## config.mk

```make
export PLATFORM = sky130hd
export DESIGN_NAME = control_seq
export DESIGN_NICKNAME = d
export VERILOG_FILES = /design/src/rtl/control_seq.sv
export SDC_FILE = /design/constraint.sdc
export NUM_CORES = 1
export LEC_CHECK = 0
export CAP_MARGIN = 0
export CORE_MARGIN = 2
export CORE_UTILIZATION = 38
export DETAILED_ROUTE_END_ITERATION = 8
export GPL_TIMING_DRIVEN = 0
export HOLD_SLACK_MARGIN = 0.08
export PLACE_DENSITY = 0.86
export SETUP_SLACK_MARGIN = 0.3
export SYNTH_ARGS = -nofsm -noshare
export SYNTH_HDL_FRONTEND = slang
export SYNTH_SLANG_ARGS = --single-unit
```

## constraint.sdc

```tcl
create_clock -name clk -period 1.6 [get_ports clk]
set_input_delay 0.16 -clock clk [delete_from_list [all_inputs] [get_ports clk]]
set_output_delay 0.16 -clock clk [all_outputs]
set_load 0.03 [all_outputs]
```

## src/rtl/control_seq.sv

```systemverilog
`default_nettype none
// ============================================================================
// Module   : control_seq
// Brief    : Microcode step sequencer for an 8-bit accumulator CPU; decodes a
//            one-hot T1..T5 step, opcode and flags into bus control strobes.
// Revision : 1.0 - initial release
// ============================================================================
module control_seq (
    input  logic       clk,
    input  logic       rst_n,
    input  logic [3:0] opcode,
    input  logic       cf,
    input  logic       zf,
    output logic       pc_out,
    output logic       pc_inc,
    output logic       pc_load,
    output logic       mar_in,
    output logic       ram_in,
    output logic       ram_out,
    output logic       ir_in,
    output logic       ir_out,
    output logic       a_in,
    output logic       a_out,
    output logic       b_in,
    output logic       alu_out,
    output logic       alu_sub,
    output logic       flag_we,
    output logic       out_in,
    output logic       hlt,
    output logic [4:0] step
);

    typedef enum logic [4:0] {
        T1 = 5'b00001,
        T2 = 5'b00010,
        T3 = 5'b00100,
        T4 = 5'b01000,
        T5 = 5'b10000
    } step_t;

    localparam logic [3:0] c_OP_LDA = 4'h1;
    localparam logic [3:0] c_OP_ADD = 4'h2;
    localparam logic [3:0] c_OP_SUB = 4'h3;
    localparam logic [3:0] c_OP_STA = 4'h4;
    localparam logic [3:0] c_OP_LDI = 4'h5;
    localparam logic [3:0] c_OP_JMP = 4'h6;
    localparam logic [3:0] c_OP_JC  = 4'h7;
    localparam logic [3:0] c_OP_JZ  = 4'h8;
    localparam logic [3:0] c_OP_OUT = 4'hE;
    localparam logic [3:0] c_OP_HLT = 4'hF;

    step_t r_step;
    step_t w_step_next;
    logic  r_hlt;
    logic  w_hlt_set;

    always_ff @(posedge clk or negedge rst_n) begin
        if (!rst_n) begin
            r_step <= T1;
            r_hlt  <= 1'b0;
        end else begin
            r_step <= w_step_next;
            if (w_hlt_set) begin
                r_hlt <= 1'b1;
            end
        end
    end

    // The default next step is T1, so every instruction ends early unless a
    // branch below explicitly extends it; this also freezes step while halted.
    always_comb begin
        w_step_next = T1;
        w_hlt_set   = 1'b0;
        pc_out      = 1'b0;
        pc_inc      = 1'b0;
        pc_load     = 1'b0;
        mar_in      = 1'b0;
        ram_in      = 1'b0;
        ram_out     = 1'b0;
        ir_in       = 1'b0;
        ir_out      = 1'b0;
        a_in        = 1'b0;
        a_out       = 1'b0;
        b_in        = 1'b0;
        alu_out     = 1'b0;
        alu_sub     = 1'b0;
        flag_we     = 1'b0;
        out_in      = 1'b0;

        if (!r_hlt) begin
            case (r_step)
                T1: begin
                    pc_out      = 1'b1;
                    mar_in      = 1'b1;
                    w_step_next = T2;
                end
                T2: begin
                    ram_out     = 1'b1;
                    ir_in       = 1'b1;
                    pc_inc      = 1'b1;
                    w_step_next = T3;
                end
                T3: begin
                    case (opcode)
                        c_OP_LDA, c_OP_ADD, c_OP_SUB, c_OP_STA: begin
                            ir_out      = 1'b1;
                            mar_in      = 1'b1;
                            w_step_next = T4;
                        end
                        c_OP_LDI: begin
                            ir_out = 1'b1;
                            a_in   = 1'b1;
                        end
                        c_OP_JMP: begin
                            ir_out  = 1'b1;
                            pc_load = 1'b1;
                        end
                        c_OP_JC: begin
                            ir_out  = cf;
                            pc_load = cf;
                        end
                        c_OP_JZ: begin
                            ir_out  = zf;
                            pc_load = zf;
                        end
                        c_OP_OUT: begin
                            a_out  = 1'b1;
                            out_in = 1'b1;
                        end
                        c_OP_HLT: w_hlt_set = 1'b1;
                        default: ;
                    endcase
                end
                T4: begin
                    case (opcode)
                        c_OP_LDA: begin
                            ram_out = 1'b1;
                            a_in    = 1'b1;
                        end
                        c_OP_ADD, c_OP_SUB: begin
                            ram_out     = 1'b1;
                            b_in        = 1'b1;
                            w_step_next = T5;
                        end
                        c_OP_STA: begin
                            a_out  = 1'b1;
                            ram_in = 1'b1;
                        end
                        default: ;
                    endcase
                end
                T5: begin
                    if (opcode == c_OP_ADD || opcode == c_OP_SUB) begin
                        alu_out = 1'b1;
                        a_in    = 1'b1;
                        flag_we = 1'b1;
                        alu_sub = (opcode == c_OP_SUB);
                    end
                end
                default: ;
            endcase
        end
    end

    assign hlt  = r_hlt;
    assign step = r_step;

endmodule
`default_nettype wire

```

==> reports/metrics.yaml, run 1 <==
htree_levels: 1
placedCellCount: 112
place_congestion: 0.765
outcome: "stopped before the end"
clock_path_buffers: 2
syn_nets: 78
ys_seq_area_frac: 0.266
synth-seq-cells: 6
dpl.hpwl_um: 1340
synthFlopType: "dfrtp_1"
ys_types: 33
cts_hold_buf: 0
error_line: "[ERROR DPL-0033] detailed placement checks failed during check placement."
post_cts_buffers: 23
ios: 29
start_util: 0.422
synth_edf_count: 0
cts_sinks: 6
stop_stage: "clock tree synthesis"
cts-buffers-inserted: 3
ys.warnings.count: 0
std_cell_rows: 13
portBuffers: 27
ctsResizeCount: 142
cts-root-buf: "clkbuf_4"
synthArstFlopShare: 1.00
syn_area_sq_um: 569
syn_area_per_cell_sq_um: 8.13
die_width_um: 42.7
die_y_um: 42.7
netlist_instances: 70
## cell families after synthesis
logic type / Yosys count / share of synthesized area
buffers and inverters: 11 / 0.119
and+or+nand+nor: 38 / 0.418
DFF: 6 / 0.266
AOI/OAI and AO/OA: 14 / 0.182
xor gates and xnor gates: 1 / 0.0154
## through the flow
step | hold WS (ns) | worst slack, ns | util | instance area (sq um)
after detailed placement | 0.419 | -0.815 | 0.762 | 1030
after global placement | 0.410 | -0.795 | 0.762 | 1030
after floorplan | -0.136 | -0.164 | - | 739
## cell usage after synthesis (all sizes together) (2+ instances only)
cell / count / area share
nand4b: 3 / 0.046
and2: 2 / 0.022
a21oi: 2 / 0.018
nand2: 3 / 0.020
nand3: 4 / 0.035
dfrtp: 5 / 0.22
nor2: 8 / 0.053
nor3b: 6 / 0.079
inv: 4 / 0.026
nor3: 6 / 0.079
o21ai: 2 / 0.018
buf: 7 / 0.092
==> run 2: changes to the inputs <==
- CORE_AREA: not set -> 2 2 63 65
- CORE_MARGIN: 2 -> not set
- CORE_UTILIZATION: 38 -> not set
- DIE_AREA: not set -> 0 0 65 67
- HOLD_SLACK_MARGIN: 0.08 -> not set
- PLACE_DENSITY: 0.86 -> not set
- PLACE_DENSITY_LB_ADDON: not set -> 0.15
- SETUP_SLACK_MARGIN: 0.3 -> not set
==> run 2 against run 1 <==
The flow now finishes, with violations (setup timing). Synthesized cell count unchanged. Area after synthesis unchanged.
==> reports/metrics.yaml, run 2 <==
grt_pass1_vias: 734
crit_chain: "nor3_4 > nand3_4 > o32ai_4 > buf_6"
power_density_mw_per_mm2: 1360
synth-seq-cells: 6  # unchanged
ys_top_cells_by_area: "dfrtp_1 (22%), nor3b_1 (7.9%), nor3_2 (5.3%)"  # unchanged
finalCriticalPeriod_ns: 1.72
yosysMostFrequentCell: "nor2_1"  # unchanged
cp.required_ns: 1.44
start_util: 0.158  # was 0.422
maxSlewViolCount: 0
path_clk_slew_ns: 0.04
fin_util: 0.372
synth_top_family_by_area: "simple AND/OR/NAND/NOR gates"  # unchanged
drc: 0
num_antenna_cells: 0
dp_slack_ns: -0.858  # was -0.815 ns
hold_path_class: "input port to asynchronous set/reset pin"
grtUsageTotal: 0.104
worst_pin_slew_ns: 0.318
most-common-layout-cells: "buf_4 (25), buf_6 (14)"
ios: 29  # unchanged
overflow: 0
critical_path_class: "flip-flop to output pin"
ant_nets: 0
cts-root-buf: "clkbuf_8"  # was clkbuf_4
cp_slowest_cell: "dfrtp_2"
r2r_cells: 4
die_width_um: 65  # was 42.7 um
fill_cells: 371
ys.warnings.count: 0  # unchanged
power.leakage_nw: 0.598
drt-total-wl_um: 2190
endpoint_kind: "output pin"
portBuffers: 27  # unchanged
drive_gt1_frac: 0.645
setup_viol_count_final: 10
max-slew-margin-rel: 0.788
outcome: "finished with violations"  # was stopped before the end
place_congestion: 0.708  # was 0.765
synth_edf_count: 0  # unchanged
grt_pass1_wl_um: 3510
syn_area_sq_um: 569  # unchanged
max_freq_ghz: 0.581
dr.pass1.iters: 4
wire_per_inst_um: 12.8
cts_sinks: 6  # unchanged
synthTopCellsByCount: "nor2_1 (8), nor3b_1 (6), dfrtp_1 (5)"  # unchanged
vdd_drop_max_mv: 0.458
nets: 133
multi_input_area_sq_um: 553
ys_seq_area_frac: 0.266  # unchanged
cts-buffers-inserted: 3  # unchanged
routed_via_density: 4.40
clock_path_buffers: 2  # unchanged
antenna_found_initial: 0
maxCapViolCount: 0
period_share: 1.08
synthAdderAreaFrac: 0  # unchanged
regArea_sq_um: 158
yosysTopAreaCell: "dfrtp_1"  # unchanged
layout_commonest_cell: "buf_4"
drt_iter0_markers: 16
htree_levels: 1  # unchanged
startpoint_type: "flip-flop"
tritoncts: "built"
final_hold_viol_count: 0
max_stage_delay_ns: 0.44
syn_area_per_cell_sq_um: 8.13  # unchanged
netlist_instances: 70  # unchanged
synth_xor_area_frac: 0.0154  # unchanged
vias: 757
clk_latency_ns: 0.22
fin_skew_ns: 0.00475
ys_types: 33  # unchanged
core_area_sq_mm: 0.00361
syn_nets: 78  # unchanged
synth_compound_area_frac: 0.182  # unchanged
die_y_um: 67  # was 42.7 um
cp.arrival_ns: 1.56
grt_start_max_net_pins: 11
cts_hold_buf: 0  # unchanged
netlist.area_leader.share: 0.220  # unchanged
synthMuxAreaShare: 0  # unchanged
dpl.hpwl_um: 1400  # was 1340 um
violations: "setup timing"
area_growth_pct: 135
total_power_w: 0.00182
synthArstFlopShare: 1.00  # unchanged
setup_slack_ns: -0.120
grt_setup_unrepaired: "true"
die-area_sq_mm: 0.00436
yosys.area_share.simple: 0.418  # unchanged
synthFlopType: "dfrtp_1"  # unchanged
std_cell_rows: 22  # was 13
largest_reg_flops: 5
crit_path_max_fanout: 6
==> run 2: cell counts after synthesis <==
No cell type changed its count.
==> run 2: cell type report <==
cell class | instances | area share
sequential | 6 | 0.118
tap | 48 | 0.0448
multi-input combinational | 53 | 0.413
timing repair buffer | 51 | 0.337
clock buffer | 4 | 0.0336
buffer | 6 | 0.0430
inverter | 4 | 0.0112
==> run 2: worst paths after layout <==
| path | slack (ns) | end | startpoint |
|---|---|---|---|
| max | -0.12 | a_out | step[3] |
| min | 0.18 | hlt | rst_n |
| max reg2reg | 0.12 | step[0] | step[0] |
| min reg2reg | 0.73 | hlt | hlt |
| max in group asynchronous | 1.15 | step[0] | rst_n |
| min in group clk | 0.44 | step[3] | opcode[3] |
==> run 2: logic make-up after synthesis <==
group,Yosys count
compound gates,14
buf+inv,11
flops,6
xor+xnor,1
simple gates,38
==> run 2: through the flow <==
step | std cells | TNS (ns) | area, sq um | hold WS [ns]
2_1_floorplan | 70 | -0.486 | 703 | -0.136
3_3_place_gp | 145 | -9.72 | 1030 | 0.422
3_5_place_dp | 145 | -9.78 | 1030 | 0.424
4_1_cts | 167 | -0.673 | 1260 | 0.188
5_1_grt | 172 | -1.52 | 1340 | 0.194
6_report | 172 | -0.682 | 1340 | 0.179
==> run 2: worst max-delay path: cells and delay by family (launching register included) <==
family / cells / cell delay [ns]
flops: 1 / 0.44
simple gates: 2 / 0.48
compound gates: 1 / 0.25
buf+inv: 1 / 0.16
==> run 2: where the power goes <==
part / switching (W) / leakage (nW) / internal (W)
Sequential: 0.0000955 / 0.0703 / 0.000216
Clock: 0.0000639 / 0.0228 / 0.000171
Combinational: 0.000619 / 0.505 / 0.000658
Total: 0.000779 / 0.598 / 0.00105
==> run 2: layer usage <==
metal  part of all wire  vias to the layer above  track usage
met2               0.52                       22        0.180
li1                   -                      364            -
met1               0.43                      369        0.135
met5                  0                        -            0
met4             0.0064                        0       0.0319
met3              0.047                        2       0.0101
==> run 2: timing repair <==
item / CTS / global route
pin swaps: 10 / 5
setup buffers: 18 / 6
resized for setup: 112 / 14
cloned: 1 / 0
setup endpoints to repair: 16 / 15
(Power assumes the default switching activity.)
==> run 3: changes to the inputs <==
- CTS_CLUSTER_DIAMETER: not set -> 30
==> results of run 3 <==
Same layout as run 2: the final DEF is identical, and so are final timing and power.
